<file path="src/rtl/mux_nbit_scan.sv">
// N-channel data multiplexer with manual select and auto-scan modes.
// It has a registered valid/ready output stage that honours back-pressure.
module mux_nbit_scan #(
  parameter int unsigned WIDTH    = 8,
  parameter int unsigned CHANNELS = 8,
  parameter int unsigned SEL_W    = 3
) (
  input  logic                      clk,
  input  logic                      rst_n,
  input  logic [CHANNELS*WIDTH-1:0] I,
  input  logic [SEL_W-1:0]          S,
  input  logic                      mode,
  input  logic                      start,
  input  logic                      stop,
  output logic [WIDTH-1:0]          Y,
  output logic [SEL_W-1:0]          Y_ch,
  output logic                      Y_valid,
  input  logic                      Y_ready,
  output logic                      scan_wrap,
  output logic                      sel_err
);

  typedef enum logic [1:0] {IDLE, MANUAL, SCAN} state_t;

  localparam logic [SEL_W-1:0] LAST_CH = SEL_W'(CHANNELS - 1);

  state_t             state;
  logic               mode_q;
  logic [SEL_W-1:0]   ptr;
  logic [WIDTH-1:0]   ch [CHANNELS];
  logic               load;
  logic               s_ok;

  for (genvar k = 0; k < CHANNELS; k++) begin : g_ch
    assign ch[k] = I[k*WIDTH +: WIDTH];
  end

  // Output stage may take a new beat when it is empty or being drained.
  always_comb begin
    load = !Y_valid || Y_ready;
    s_ok = 32'(S) < CHANNELS;
  end

  always_ff @(posedge clk or negedge rst_n) begin
    if (!rst_n) begin
      state     <= IDLE;
      mode_q    <= 1'b0;
      ptr       <= '0;
      Y         <= '0;
      Y_ch      <= '0;
      Y_valid   <= 1'b0;
      scan_wrap <= 1'b0;
      sel_err   <= 1'b0;
    end else begin
      scan_wrap <= 1'b0;
      sel_err   <= 1'b0;
      case (state)
        IDLE: begin
          if (load) Y_valid <= 1'b0;
          if (start && !stop) begin
            mode_q <= mode;
            ptr    <= '0;
            state  <= mode ? SCAN : MANUAL;
          end
        end
        MANUAL, SCAN: begin
          if (stop) begin
            state <= IDLE;
            if (load) Y_valid <= 1'b0;
          end else if (load) begin
            if (mode_q) begin
              Y       <= ch[ptr];
              Y_ch    <= ptr;
              Y_valid <= 1'b1;
              if (ptr == LAST_CH) begin
                ptr       <= '0;
                scan_wrap <= 1'b1;
              end else begin
                ptr <= ptr + 1'b1;
              end
            end else if (s_ok) begin
              Y       <= ch[S];
              Y_ch    <= S;
              Y_valid <= 1'b1;
            end else begin
              Y_valid <= 1'b0;
              sel_err <= 1'b1;
            end
          end
        end
        default: state <= IDLE;
      endcase
    end
  end

endmodule

</file>
<file path="config.mk">
export PLATFORM = sky130hd
export DESIGN_NAME = mux_nbit_scan
export DESIGN_NICKNAME = d
export VERILOG_FILES = /design/src/rtl/mux_nbit_scan.sv
export SDC_FILE = /design/constraint.sdc
export NUM_CORES = 1
export LEC_CHECK = 0
export CAP_MARGIN = 25
export CORE_AREA = 2 2 70 72
export CTS_CLUSTER_DIAMETER = 120
export DETAILED_ROUTE_END_ITERATION = 12
export DIE_AREA = 0 0 72 74
export PLACE_DENSITY_LB_ADDON = 0.25
export SETUP_SLACK_MARGIN = 0.02
export SYNTH_ARGS = -nofsm -noshare
export SYNTH_HDL_FRONTEND = slang
export SYNTH_SLANG_ARGS = --single-unit
</file>
<file path="constraint.sdc">
create_clock -name clk -period 5.1 [get_ports clk]
set_clock_uncertainty 0.15 [all_clocks]
set_input_delay 0.51 -clock clk [delete_from_list [all_inputs] [get_ports clk]]
set_output_delay 0.51 -clock clk [all_outputs]
set_load 0.02 [all_outputs]
</file>
-- Yosys cells after proc, flatten, opt, wreduce, memory -nomap -nowiden
Index checks and enable logic that the tools add are counted.
- reductions and logical operators: 12
- eq/ne operators: 9
- add/subtract/negate cells: 1
- $lt $le $gt $ge: 2
- bitwise operators: 3
- muxes and demuxes: 27
- operator list (operator ; number):
    $bmux 8 s3 ; 2
    $mux 8 ; 5
    $mux 3 ; 6
    $ne 2x2->1 const B ; 5
    $ge 4x4->1 const B ; 2
    $mux 1 ; 8
    $not 3->4 ; 2
    $mux 2 ; 3
    $pmux 3 s2 ; 1
    $reduce_and 2->1 ; 3
    $reduce_and 5->1 ; 1
    $pmux 2 s2 ; 1
    $add 3x1->3 const B ; 1
    $eq 3x3->1 const B ; 1
    $ne 3x3->1 const B ; 1
    $reduce_and 3->1 ; 1
    $eq 2x1->1 const B ; 1
    $eq 2x2->1 const B ; 1
    $logic_not 1->1 ; 2
    $logic_not 2->1 ; 1
    $pmux 1 s2 ; 1
    $reduce_bool 2->1 ; 1
    $reduce_or 2->1 ; 1
    $logic_and 1x1->1 ; 1
    2 further kinds ; 2
- flip-flop bits (word level): 19
- output and inout bits: 14
- logic and storage cells: 61
- input bits: 73

-- Depth between registers and ports, before layout
- word-level depth: 6
- depth in mapped cells: 8
- depth with buffers taken out: 6

-- Worst setup path before layout
Ideal clock, no wire load.
- path type: register to register
- from: register state[0]
- to: register ptr[0]
- path buffers: 1
- stages on the path, launching flop included: 6
- clock period less this slack: 1.722 ns
- setup slack: 3.378 ns
- arrival time: 1.445 ns
- data required time: 4.822 ns
- cell sequence: dfrtp_1 > inv_1 > ha_1 > buf_2 > a211o_1 > mux2_1
- word-level cells in the longest chain between the ends: 4
- elaborated cells on any way between the ends: 11
- classes of those cells: 6 x eq/ne; 1 x mux; 4 x reduce/logical
- ends and longest elaborated chain (item ; RTL line ; RTL):
    start: declaration ; 27 ; state_t state;
    start signal: assignment ; 63 ; state <= mode ? SCAN : MANUAL;
    $eq 2x1->1 / $eq 2x2->1 (equally long branches) ; 57 ; case (state)
    $reduce_or 2->1 ; 57 ;
    $ne 2x2->1 (no source line) / $reduce_bool 2->1 (equally long branches) ; -- ;
    $reduce_and 5->1 (no source line) ; -- ;
    end signal: assignment ; 79 ; ptr <= ptr + 1'b1;
    end: declaration ; 29 ; logic [SEL_W-1:0] ptr;
Several ways; a longest one is shown, not always the timed one.
A chain may end at the register's enable or synchronous reset.

-- Worst setup path in the final report
- from: input S[2]
- to: register Y[6]
- word-level cells in the longest chain between the ends: 5
- ends and longest elaborated chain (item ; RTL line ; RTL):
    start: declaration ; 11 ; input logic [SEL_W-1:0] S,
    $not 3->4 (not written as such) ; 82 ; Y <= ch[S];
    $bmux 8 s3 ; 82 ;
    $mux 8 (not written as such) (2 in a row) ; 82 ;
    $mux 8 ; 71 ; if (mode_q) begin
    end signal: assignment ; 72 ; Y <= ch[ptr];
    end signal: assignment ; 82 ;
    end: declaration ; 15 ; output logic [WIDTH-1:0] Y,
Every way passes these cells. The select of a mux whose other input is x is not followed.

==> qor.log <==
qor: timing.post-route-min-period 2.422 ns
qor: logic_synthesis.synth_enable_flop_cells 0
qor: cts.tritoncts_clock_tree built
qor: global_routing.grt_max_degree 28
qor: routing.antenna_violating_nets_post_route 0
qor: setup_path.critical-path-slowest-cell clkdlybuf4s50_1
qor: power_and_ir_drop.p_leak 0.001100 uW
qor: logic_synthesis.ys.warnings.count 0
qor: cts.cts_made_buffers 3
qor: setup_path.regToRegEndpoint ptr[0]$_DFFE_PN0P_
qor: global_routing.use_met2 0.3961
qor: timing.report.final.hold_viol_count 0
qor: finish.layout.area.seq 475.5 um^2
qor: cts.cts.clk_slew.worst_paths 0.08 ns
qor: timing.slew_headroom 0.3793
qor: routing.dr.first_iter.drc_count 88
qor: timing.setup-violations-final 0
qor: timing.rsz0062_at_grt no
qor: hold_path.whs_path_depth 2
qor: logic_synthesis.synth_async_sr_flop_share 1.000
qor: floorplanning.initial_utilization 0.4348
qor: global_routing.grt_antenna_before_repair 0
qor: cts.postCtsSetupRepairBufs 0
qor: setup_path.critPathArrivalTime 2.45 ns
qor: setup_path.critical_path_peak_fanout 19
qor: global_routing.met3_usage_grt 0.02710
qor: finish.nFillCells 414
qor: timing.slew_viol_final 0
qor: placed_design.finalWeightedCongestion 0.7896
qor: finish.num_antenna_cells 0
qor: setup_path.setup.worst_path.end_class flip-flop
qor: logic_synthesis.synth_sequential_area_ratio 0.2378
qor: logic_synthesis.ys_seq_elements 19
qor: setup_path.crit_path_start_kind input port
qor: finish.post-route-cell-area 2867 um^2
qor: logic_synthesis.average_size_of_a_mapped_cell 9.706 um^2
qor: routing.vias_per_cell 5.764
qor: timing.worstMarginPinSlew 0.9282 ns
qor: floorplanning.die_width 72 um
qor: routing.vias 1931
qor: setup_path.crit_path_max_incr_delay 0.85 ns
qor: cts.clk_path_buf_depth 2
qor: logic_synthesis.netlist_top_cells_count mux2i_1, dfrtp_1, nor2_1
qor: setup_path.worst-r2r-cell-count 3
qor: power_and_ir_drop.worst_ir_drop_vdd 0.1543 mV
qor: routing.routed_wire_length_per_instance 16.36 um
qor: placed_design.numPortBuffers 85
qor: logic_synthesis.netlist.area_leader.share 0.2378
qor: floorplanning.placement_rows 25
qor: placed_design.hpwl 4215 um
qor: setup_path.ff2ff_setup_slack 3.10 ns
qor: global_routing.grt_overflow_total 0
qor: logic_synthesis.syn_area 1999 um^2
qor: cts.ctsHtreeMaxLevel 1
qor: finish.multi_input_comb_area 1381 um^2
qor: floorplanning.die-area 5328 um^2
qor: logic_synthesis.post-synth-top-count-cell mux2i_1
qor: placed_design.placedInstanceArea 2820 um^2
qor: cts.clk_root_buffer_cell clkbuf_8
qor: run_status.outcome finished clean
qor: finish.final_layout_net_count 359
qor: timing.final.setup.tns 0 ns
qor: power_and_ir_drop.cellPowerDensity 373.3 nW/um^2
qor: cts.clk_latency 0.26 ns
qor: global_routing.grt_pass1_vias 1922
qor: hold_path.worst_hold_startpoint Y_valid$_DFFE_PN0P_
qor: logic_synthesis.yosys-top-cells-area dfrtp_1, mux2i_1, mux4_2
qor: global_routing.globalRouteTotalUtil 0.2159
qor: floorplanning.fp.dieH 74 um
qor: cts.post_cts_resized 0
qor: job.max-cap-violations 0
qor: finish.layout-drive-gt1-share 0.08897
qor: global_routing.gr-max-usage-layer met2
qor: setup_path.worst_r2r_startpoint mode_q$_DFFE_PN0P_
qor: logic_synthesis.synth.largest_area_cell dfrtp_1
qor: logic_synthesis.synth_fp_nets 283
qor: logic_synthesis.synthCells 206
qor: timing.final.period_utilization 0.4748
qor: setup_path.crit_type input port to flip-flop
qor: global_routing.grt_pass1_wl 8963 um
qor: floorplanning.design.core.area 4598 um^2
qor: cts.ctsHoldBuffers 0
qor: routing.drt-pass1-iter-count 4
qor: routing.remaining_drc_errors 0
qor: global_routing.gr-usage-met1 0.2615
qor: setup_path.cells_traversed_along_the_worst_timing_path clkdlybuf4s50_1 -> or3_4 -> o32ai_2 -> a31oi_1 -> a41oi_1
qor: setup_path.critical_path_required 5.13 ns
qor: timing.fmaxAchievable 413.0 MHz
qor: logic_synthesis.synth_cell_type_count 39
qor: logic_synthesis.synthFlopType dfrtp_1
qor: floorplanning.ioPinCount 87
qor: hold_path.worst_hold_path.endpoint Y_valid$_DFFE_PN0P_
qor: hold_path.hold_path.class flip-flop to flip-flop
qor: routing.wire_length_after_detailed_routing 5482 um
qor: finish.area.growth.synth_to_final 43.37%
qor: cts.clock_sinks 19
-- logic make-up after synthesis --
kind of cell / count (synthesis) / share of synthesized area
other: 1 / 0.001876
AOI/OAI and AO/OA: 41 / 0.1427
and+or+nand+nor: 62 / 0.1577
buffers and inverters: 23 / 0.07133
muxes: 56 / 0.3636
DFF: 19 / 0.2378
adders and majority gates: 4 / 0.02503
-- flip-flops by register name, summed over array words and instances, names as in the netlist --
name,count
state,2
Y_valid,1
scan_wrap,1
Y,8
ptr,3
mode_q,1
Y_ch,3
-- worst max path at each step --
stage | startpoint | end | slack, ns | cells after the start
final | S[2] | Y[6]$_DFFE_PN0P_ | 2.68 | 5
after global routing | S[2] | Y[3]$_DFFE_PN0P_ | 2.58 | 5
after CTS | S[2] | Y[6]$_DFFE_PN0P_ | 2.70 | 5
after detailed placement | S[2] | Y[6]$_DFFE_PN0P_ | 2.43 | 5
after global placement | S[2] | Y[6]$_DFFE_PN0P_ | 2.51 | 5
after floorplan | state[0]$_DFFE_PN0P_ | ptr[0]$_DFFE_PN0P_ | 3.38 | 5
-- critical path, delay by kind of cell --
family | cells | cell delay [ns]
AO/OA/AOI/OAI | 3 | 0.50
AND/OR/NAND/NOR | 1 | 0.58
buffers and inverters | 1 | 0.85
-- area by class of cell --
type | count | share of cell area
sequential | 19 | 0.1659
multi-input combinational | 164 | 0.4819
clock buffer | 3 | 0.01440
inverter | 6 | 0.007857
timing repair buffer | 88 | 0.3047
clock inverter | 1 | 0.001746
tap | 54 | 0.02357
-- layer usage --
layer | up-vias | share of wire
met1 | 913 | 0.41
li1 | 945 | -
met4 | 0 | 0.015
met2 | 66 | 0.52
met5 | - | 0
met3 | 7 | 0.052
-- report_power, final --
part | switching, uW | internal [uW]
Clock | 56.0 | 54.5
Sequential | 78.5 | 215
Combinational | 321 | 345
Total | 455 | 615
-- layout by cell type (no fill, tap or decap), types with 4 or more instances in the layout --
cell,Yosys,final
a21oi_1,5,5
a22oi_1,4,4
a31oi_1,8,8
a32oi_1,4,4
clkdlybuf4s50_1,0,85
dfrtp_1,19,19
ha_1,4,4
inv_1,5,5
mux2i_1,40,40
mux4_2,13,13
nand2_1,12,12
nand2b_1,4,4
nand3_1,6,6
nor2_1,17,17
nor2b_1,4,4
nor3_1,7,7
o22ai_1,9,9
-- metrics by stage --
stage | instances | util | total power [uW] | setup slack [ns] | hold WS [ns]
2_1_floorplan | 206 | - | 738.7 | 3.378 | 0.06441
4_1_cts | 335 | 0.6234 | 1074 | 2.696 | 0.3564
5_1_grt | 335 | 0.6234 | 1151 | 2.585 | 0.3899
6_report | 335 | 0.6234 | 1070 | 2.678 | 0.3484
3_3_place_gp | 331 | 0.6133 | 953.1 | 2.506 | 0.3373
3_5_place_dp | 331 | 0.6133 | 964.2 | 2.432 | 0.3371
Note: power is estimated with default switching activity, not from simulation.
